**config.mk**
```make
export PLATFORM = sky130hd
export DESIGN_NAME = vram_arbiter
export DESIGN_NICKNAME = d
export VERILOG_FILES = /design/src/rtl/vram_arbiter.sv
export SDC_FILE = /design/constraint.sdc
export NUM_CORES = 1
export LEC_CHECK = 0
export BUFFER_PORTS_ARGS = -buffer_cell sky130_fd_sc_hd__buf_4
export CAP_MARGIN = 20
export CORE_UTILIZATION = 50
export CTS_CLUSTER_DIAMETER = 150
export DETAILED_ROUTE_END_ITERATION = 16
export PLACE_DENSITY = 0.89
export SLEW_MARGIN = 0
export SYNTH_ARGS = -nofsm -noshare
export SYNTH_HDL_FRONTEND = slang
export SYNTH_SLANG_ARGS = --single-unit
```
**constraint.sdc**
```tcl
create_clock -name clock -period 3.2 [get_ports clock]
set_clock_uncertainty 0.05 [all_clocks]
set_input_delay 0.48 -clock clock [delete_from_list [all_inputs] [get_ports clock]]
set_output_delay 0.48 -clock clock [all_outputs]
set_load 0.005 [all_outputs]
```
**src/rtl/vram_arbiter.sv**
```systemverilog
// vram_arbiter: shares one single-port sync VRAM between video scanout (fixed priority) and a one-entry cpu buffer.
// Latency: grant in cycle A, RAM address at A+1, ack/valid at A+2; uncontested cpu strobe to ack is 3 cycles.
// Backpressure: cpu_busy while the buffer holds an access; cpu forced in after STARVE_LIMIT video grants. VRAM_ARB_STATS_EN enables stall_cnt.
module vram_arbiter #(
    parameter int AW           = 12,
    parameter int DW           = 8,
    parameter int STARVE_LIMIT = 8
) (
    input  logic          clock,
    input  logic          reset,
    input  logic          cpu_req,
    input  logic          cpu_we,
    input  logic [AW-1:0] cpu_addr,
    input  logic [DW-1:0] cpu_wdata,
    output logic          cpu_busy,
    output logic          cpu_ack,
    output logic [DW-1:0] cpu_rdata,
    input  logic          vid_req,
    input  logic [AW-1:0] vid_addr,
    output logic          vid_ack,
    output logic          vid_valid,
    output logic [DW-1:0] vid_rdata,
    output logic [AW-1:0] mem_addr,
    output logic [DW-1:0] mem_wdata,
    output logic          mem_we,
    input  logic [DW-1:0] mem_rdata,
    output logic [15:0]   stall_cnt
);

    logic          buf_full;
    logic          buf_issued;
    logic          buf_we;
    logic [AW-1:0] buf_addr;
    logic [DW-1:0] buf_wdata;
    logic [7:0]    starve_cnt;

    logic          s1_vld, s1_cpu, s1_rd;
    logic          s2_vld, s2_cpu, s2_rd;
    logic [DW-1:0] cpu_rdata_q;
    logic [DW-1:0] vid_rdata_q;

    logic          cpu_cand;
    logic          grant_cpu;
    logic          grant_vid;
    logic          ack_cpu;
    logic          accept;

    assign cpu_cand  = buf_full & ~buf_issued;
    assign grant_cpu = cpu_cand & (~vid_req | (starve_cnt == 8'(STARVE_LIMIT)));
    assign grant_vid = vid_req & ~grant_cpu;
    assign ack_cpu   = s2_vld & s2_cpu;
    // The ack cycle frees the entry, so a strobe landing in it is taken.
    assign accept    = cpu_req & (~buf_full | ack_cpu);

    always_ff @(posedge clock or posedge reset) begin
        if (reset) begin
            buf_full   <= 1'b0;
            buf_issued <= 1'b0;
            buf_we     <= 1'b0;
            buf_addr   <= '0;
            buf_wdata  <= '0;
        end else if (accept) begin
            buf_full   <= 1'b1;
            buf_issued <= 1'b0;
            buf_we     <= cpu_we;
            buf_addr   <= cpu_addr;
            buf_wdata  <= cpu_wdata;
        end else if (ack_cpu) begin
            buf_full   <= 1'b0;
            buf_issued <= 1'b0;
        end else if (grant_cpu) begin
            buf_issued <= 1'b1;
        end
    end

    always_ff @(posedge clock or posedge reset) begin
        if (reset) begin
            starve_cnt <= 8'd0;
        end else if (grant_cpu || !cpu_cand) begin
            starve_cnt <= 8'd0;
        end else if (grant_vid && starve_cnt < 8'(STARVE_LIMIT)) begin
            starve_cnt <= starve_cnt + 8'd1;
        end
    end

    always_ff @(posedge clock or posedge reset) begin
        if (reset) begin
            mem_addr  <= '0;
            mem_wdata <= '0;
            mem_we    <= 1'b0;
            s1_vld    <= 1'b0;
            s1_cpu    <= 1'b0;
            s1_rd     <= 1'b0;
            s2_vld    <= 1'b0;
            s2_cpu    <= 1'b0;
            s2_rd     <= 1'b0;
        end else begin
            mem_we <= grant_cpu & buf_we;
            if (grant_cpu) begin
                mem_addr  <= buf_addr;
                mem_wdata <= buf_wdata;
            end else if (grant_vid) begin
                mem_addr  <= vid_addr;
            end
            s1_vld <= grant_cpu | grant_vid;
            s1_cpu <= grant_cpu;
            s1_rd  <= ~(grant_cpu & buf_we);
            s2_vld <= s1_vld;
            s2_cpu <= s1_cpu;
            s2_rd  <= s1_rd;
        end
    end

    // Read data passes straight through in the ack/valid cycle, then is held.
    always_ff @(posedge clock or posedge reset) begin
        if (reset) begin
            cpu_rdata_q <= '0;
            vid_rdata_q <= '0;
        end else begin
            if (ack_cpu && s2_rd)
                cpu_rdata_q <= mem_rdata;
            if (s2_vld && !s2_cpu)
                vid_rdata_q <= mem_rdata;
        end
    end

    assign cpu_busy  = buf_full;
    assign cpu_ack   = ack_cpu;
    assign cpu_rdata = (ack_cpu && s2_rd) ? mem_rdata : cpu_rdata_q;
    assign vid_ack   = grant_vid & ~reset;
    assign vid_valid = s2_vld & ~s2_cpu;
    assign vid_rdata = (s2_vld && !s2_cpu) ? mem_rdata : vid_rdata_q;

`ifdef VRAM_ARB_STATS_EN
    logic [15:0] stall_q;
    always_ff @(posedge clock or posedge reset) begin
        if (reset)
            stall_q <= 16'h0000;
        else if (cpu_cand && !grant_cpu && stall_q != 16'hFFFF)
            stall_q <= stall_q + 16'h0001;
    end
    assign stall_cnt = stall_q;
`else
    assign stall_cnt = 16'h0000;
`endif

endmodule

```
==> out/qor.txt, run 1 <==
YOSYS
-------------------------------------------------------------------------------------
Number of synthesis warnings                                                        0
Async set or reset register ratio after synthesis                              100.0%
Seq cells post-synth                                                               74
Post-synth design cell area                                                  3161 um2
Syn Area/Cell                                                               13.01 um2
Post-synth EDFFs                                                                    0
Predominant post-synthesis flop cell                                          dfrtp_1
Synthesized instance count                                                        243
Distinct cell type count after synthesis                                           36
Sequential element share of the synthesized area                               58.59%

STA
-------------------------------------------------------------------------------------
Slew at the pin with the worst max-slew slack                                900.1 ps
Final setup viols                                                                   0
Final Critical Period                                                         2551 ps
Slew Limit Fails                                                                    0
Final period util                                                              79.71%
Peak Freq                                                                  0.3921 GHz
Hold Vio Cnt, Final                                                                 0
Sum of negative setup slack                                                      0 ps
RSZ-0062 raised after global routing                                               no
Worst slew slack as a fraction of its limit                                    39.99%

CLOCK TREE
-------------------------------------------------------------------------------------
Post-CTS Setup Repair Bufs                                                          0
Clock latency on the worst-skew pair                                           350 ps
Hold-fix buffers, CTS                                                               0
Total of cells resized after clock tree synthesis                                   0
Number of buffers added by the clock tree synthesis step                            9
TritonCTS clock tree                                                             done
Root buffer cell                                                             clkbuf_8
H-tree depth                                                                        3
Clock Tree Buf Depth                                                                2
Clk sink count                                                                     74
Register clock-pin slew on the reported worst setup and hold paths              70 ps

WORST SETUP PATH
-------------------------------------------------------------------------------------
Critical path endpoint category                                           output port
Critical Path Start                                                      starve_cnt[0]
Reg2reg start                                                            starve_cnt[5]
Data arrival, critical path                                                   2020 ps
Delay of the slowest critical-path stage                                       450 ps
Startpoint Class                                                            flip-flop
Maximum fanout along the worst path                                                12
Cell family with the largest share of critical-path delay                simple AND/OR/NAND/NOR gates
WP buf/inv                                                                          2
Highest-delay cell along the critical path                                    dfrtp_1
Endpoint required time on the critical path                                   2670 ps
CP Cell Sequence                                                         inv_1 > ha_1 > and3b_1 > nand3_1 > and3_1 > buf_4
Start-to-end type of the worst setup path                                  reg -> out

PWR
-------------------------------------------------------------------------------------
Power per cell area                                                      880.1 nW/um2
Net Sw Power                                                                 1.039 mW
Clock power share                                                               23.6%
Power, Total                                                                 3.557 mW
Internal Dissipation                                                         2.518 mW
Switching Fraction                                                             29.21%
Leak Pwr                                                                     1.940 nW
Max IR drop VDD                                                           0.0005197 V
Relative contribution of sequential cells to total power                        42.6%
Gate power share                                                                33.8%

GLOBAL ROUTE
-------------------------------------------------------------------------------------
Initial antenna violation count                                                     0
GRT overflow                                                                        0
All-Layer GR Usage                                                             20.76%
Maximum number of pins on one net before global-route repair                       75
Wire length of the first global-routing pass                                 10100 um
Vias in the first global route                                                   2129

PLACEMENT
-------------------------------------------------------------------------------------
Half-perimeter wire length after detailed placement                           4381 um
Final RePlAce weighted congestion                                              0.8370
IO buf count                                                                       85

CELLS AND AREA
-------------------------------------------------------------------------------------
Synthesis-to-finish area growth                                                27.87%
Storage element area                                                         1852 um2
Area of the multi-input gates                                                1116 um2
# fillers                                                                         446
Inserted Diodes                                                                     0
Leading cell types in the layout, fill and taps excluded                 buf_4, dfrtp_1, mux2_2
Layout cell share with drive strength beyond 1                                 47.31%
Most frequent standard cell in the layout excluding fill and tap cells          buf_4
Final net count                                                                   376
Final core utilization                                                         67.07%

ROUTE
-------------------------------------------------------------------------------------
Mean routed wirelength per cell                                              15.83 um
First-pass iteration count of the detailed router                                   4
Top Metal Used                                                                   met4
Routed wire length on met3                                                     364 um
Number of routed nets with antenna violations                                       0
WL final                                                                      6475 um
Via count normalized by instance count                                          5.289
Met1 layer wirelength in the final routing                                    2792 um
Initial detailed-routing violation count                                          106
Count of unresolved DRC violations after routing                                    0
Met2 layer wire length in the routed design                                   3261 um
Detailed-route via count                                                         2163

FLOORPLAN
-------------------------------------------------------------------------------------
Core outline area                                                            6026 um2
Die Wd                                                                       81.51 um
Total die area                                                               6643 um2
Starting Density                                                               52.45%
Top-level I/O count                                                               102
Chip height                                                                  81.51 um
Number of rows in the core area                                                    28

WORST HOLD PATH
-------------------------------------------------------------------------------------
Worst hold-check path type                                                  in -> reg
Startpoint of the worst hold path                                             cpu_req

STATUS
-------------------------------------------------------------------------------------
Result of the run                                                        complete, no violations

FLOW RUN
-------------------------------------------------------------------------------------
Total of max-cap violations                                                         0

state kept, by name, summed over array words and instances, names as in the netlist:
signal and count:
s1_vld 1, s1_cpu 1, mem_wdata 8, mem_we 1, cpu_busy 1, buf_wdata 8
mem_addr 12, s1_rd 1, buf_we 1, s2_cpu 1, s2_rd 1, starve_cnt 8
buf_issued 1, vid_rdata_q 8, s2_vld 1, cpu_rdata_q 8, buf_addr 12
cell usage after synthesis, types with 2 or more instances:
cell type  number  area, um2
nor3_1         11      55.05
and3_1          5      31.28
nand2b_1        4      25.02
nor4_1          2      12.51
a221oi_1       11      96.34
ha_1            2      25.02
buf_6           2      22.52
nand3b_1        2      15.01
buf_2           2      10.01
a31oi_1        11      68.82
clkbuf_1        8      30.03
o21ai_0         4      20.02
mux2_4          5      75.07
a21oi_1         3      15.01
dfrtp_1        74       1852
and3b_1         2      17.52
mux2_2         40      450.4
nand2_1         3      11.26
buf_4          17      127.6
inv_1          18      67.56
or3_1           2      12.51
metal layers:
| metal | vias to the layer above | GRT usage (%) |
|---|---|---|
| li1 | 998 | - |
| met5 | - | 0 |
| met1 | 1063 | 26.28 |
| met3 | 6 | 4.556 |
| met4 | 0 | 10.54 |
| met2 | 96 | 33.50 |
cells by family after synthesis:
kind of cell             synth area share [%]
flip-flops                              58.59
buffers and inverters                   8.274
multiplexers                            16.63
AND/OR/NAND/NOR                         7.007
AO/OA/AOI/OAI                           8.591
adder cells (fa/ha/maj)                0.7916
other                                  0.1187
path summary, 6_finish.rpt:
path | end | slack [ps] | cells past startpoint
max | vid_ack | 650 | 6
min | cpu_busy | 280 | 2
max reg2reg | mem_addr[1] | 890 | 4
min reg2reg | s2_cpu | 300 | 0
max in group asynchronous | mem_addr[2] | 2120 | 3
min in group asynchronous | vid_rdata_q[2] | 400 | 3
per-stage QoR:
stage	instance area [um2]	hold slack [ps]	worst slack (ps)	std cells
finish	4041	283.5	649.4	409
global placement	3805	283.8	952.0	393
CTS	4041	275.7	676.8	409
global route	4041	279.9	557.8	409
floorplan	3217	281.2	286.6	258
detailed placement	3805	284.7	887.8	393
power by group through the flow:
stage / clock, mW / combinational [mW] / sequential (mW)
after floorplan: 0 / 0.716 / 1.47
after global placement: 0 / 1.17 / 1.51
after detailed placement: 0 / 1.21 / 1.53
after CTS: 0.853 / 1.22 / 1.52
after global routing: 0.888 / 1.32 / 1.56
final: 0.840 / 1.20 / 1.51
area by class of cell:
cell class | instances | share of cell area, %
Sequential cell | 74 | 45.82
Clock buffer | 11 | 3.746
Timing Repair Buffer | 90 | 16.72
Inverter | 18 | 1.672
Multi-Input combinational cell | 136 | 27.62
Clock inverter | 5 | 2.105
Tap cell | 75 | 2.322
Note: power is estimated with default switching activity, not from simulation.
==> inputs of run 2 (changes only) <==
clock period = 2.52 ns   (was 3.2 ns; I/O delays follow)
==> out/qor.txt, run 2 (synthesis gave the netlist of run 1 again) <==
WORST SETUP PATH
-------------------------------------------------------------------------------------
Data arrival, critical path                                                   1770 ps
Delay of the slowest critical-path stage                                       420 ps
Start-to-end type of the worst setup path                                  reg -> out
CP Cell Sequence                                                         inv_1 > ha_1 > and3b_1 > buf_4 > nand3_1 > and3_1 > buf_4
Cell mode on critical path                                                      buf_4
Critical path endpoint category                                           output port
Endpoint required time on the critical path                                   2090 ps
Highest-delay cell along the critical path                                    dfrtp_1
Startpoint Class                                                            flip-flop
Maximum fanout along the worst path                                                12

GLOBAL ROUTE
-------------------------------------------------------------------------------------
Wire length of the first global-routing pass                                  9887 um
Maximum number of pins on one net before global-route repair                       75
GRT overflow                                                                        0
Initial antenna violation count                                                     0
Vias in the first global route                                                   2129
All-Layer GR Usage                                                             20.00%

PWR
-------------------------------------------------------------------------------------
Max IR drop VDD                                                           0.0006448 V
Power per cell area                                                       1065 nW/um2
Relative contribution of sequential cells to total power                        45.2%
Internal Dissipation                                                         2.963 mW
Leak Pwr                                                                     1.918 nW
Switching Fraction                                                             30.31%
Net Sw Power                                                                 1.288 mW
Gate power share                                                                36.2%
Clock power share                                                               18.6%

FLOORPLAN
-------------------------------------------------------------------------------------
Starting Density                                                               52.45%
Number of rows in the core area                                                    28
Top-level I/O count                                                               102
Die Wd                                                                       81.51 um
Core outline area                                                            6026 um2
Chip height                                                                  81.51 um
Total die area                                                               6643 um2

STA
-------------------------------------------------------------------------------------
Final setup viols                                                                   0
Worst slew slack as a fraction of its limit                                    40.98%
Final period util                                                              87.38%
Hold Vio Cnt, Final                                                                 0
Sum of negative setup slack                                                      0 ps
Final Critical Period                                                         2202 ps
Slew Limit Fails                                                                    0
RSZ-0062 raised after global routing                                               no
Slew at the pin with the worst max-slew slack                                885.2 ps
Peak Freq                                                                  0.4541 GHz

CLOCK TREE
-------------------------------------------------------------------------------------
Root buffer cell                                                             clkbuf_8
Hold-fix buffers, CTS                                                               0
Number of buffers added by the clock tree synthesis step                            9
Post-CTS Setup Repair Bufs                                                          0
H-tree depth                                                                        3
Clk sink count                                                                     74
Clock Tree Buf Depth                                                                2
Register clock-pin slew on the reported worst setup and hold paths              70 ps
Clock latency on the worst-skew pair                                           330 ps
TritonCTS clock tree                                                             done
Total of cells resized after clock tree synthesis                                   0

CELLS AND AREA
-------------------------------------------------------------------------------------
Storage element area                                                         1852 um2
Synthesis-to-finish area growth                                                26.33%
Final Instance Area                                                          3993 um2
Layout cell share with drive strength beyond 1                                 47.46%
Largest registers                                                        buf_addr: 12 flops, mem_addr: 12 flops
Inserted Diodes                                                                     0
Final net count                                                                   378
# fillers                                                                         456
Leading cell types in the layout, fill and taps excluded                 buf_4, dfrtp_1, mux2_2
Area of the multi-input gates                                                1116 um2
Most frequent standard cell in the layout excluding fill and tap cells          buf_4

STATUS
-------------------------------------------------------------------------------------
Result of the run                                                        complete, no violations

ROUTE
-------------------------------------------------------------------------------------
Detailed-route via count                                                         2172
Number of routed nets with antenna violations                                       0
Initial detailed-routing violation count                                          127
Mean routed wirelength per cell                                              15.53 um
First-pass iteration count of the detailed router                                   4
WL final                                                                      6366 um
Via count normalized by instance count                                          5.298
Count of unresolved DRC violations after routing                                    0

PLACEMENT
-------------------------------------------------------------------------------------
Half-perimeter wire length after detailed placement                           4346 um
Placed cell area                                                             3824 um2
IO buf count                                                                       85
Final RePlAce weighted congestion                                              0.7905

FLOW RUN
-------------------------------------------------------------------------------------
Total of max-cap violations                                                         0

WORST HOLD PATH
-------------------------------------------------------------------------------------
Worst hold-check path type                                                  in -> reg

[run 2: cell count changes in the layout (fill, tap and decap cells not counted), sizes merged]
cell and change:
clkinv +3, clkinvlp +1, bufinv -2, inv -2, clkbuf -1, buf +2
[run 2: worst paths after layout]
path,depth (start not counted),end,from,slack [ps]
worst min-delay path,2,cpu_busy,cpu_req,190
min in group asynchronous,3,buf_addr[4],reset,330
max in group asynchronous,3,mem_wdata[1],reset,1540
worst min register to register,0,s2_cpu,s1_cpu,300
worst max register to register,4,mem_wdata[6],starve_cnt[5],490
worst max-delay path,7,vid_ack,starve_cnt[0],320
[run 2: layer usage]
metal / vias up / share of wire (%) / track usage, %
li1: 1007 / - / -
met4: 0 / 0.79 / 5.893
met5: - / 0 / 0
met3: 7 / 4.2 / 4.778
met1: 1097 / 44 / 26.13
met2: 61 / 51 / 33.08
[run 2: layout make-up]
type | instances | area share, %
sequential | 74 | 46.38
clock inverter | 5 | 0.7835
multi-input combinational | 136 | 27.95
tap | 75 | 2.350
timing repair buffer | 92 | 17.30
clock buffer | 10 | 3.447
inverter | 18 | 1.786
[run 2: stage by stage]
stage                     power (mW)  setup slack, ps  hold slack, ps  utilization [%]  std cells
after global routing           4.535            208.3           181.2            66.26        410
final                          4.251            318.0           192.4            66.26        410
after detailed placement       3.495            501.6           284.7            63.46        395
after floorplan                2.781            205.4           281.2                -        258
after CTS                      4.297            303.1           179.6            66.26        410
after global placement         3.402            545.8           283.5            63.46        395
[run 2: critical path: cells and delay by family (launching register included)]
kind,cells,cell delay (ps)
fa+ha+maj,1,160
flops,1,420
simple gates,3,480
buf+inv,3,390
[run 2: power by group through the flow]
stage | clock network [mW] | registers, mW | logic, mW
final | 0.791 | 1.92 | 1.54
after global routing | 0.866 | 1.98 | 1.69
after CTS | 0.814 | 1.92 | 1.56
after detailed placement | 0 | 1.93 | 1.56
after global placement | 0 | 1.91 | 1.49
after floorplan | 0 | 1.87 | 0.909
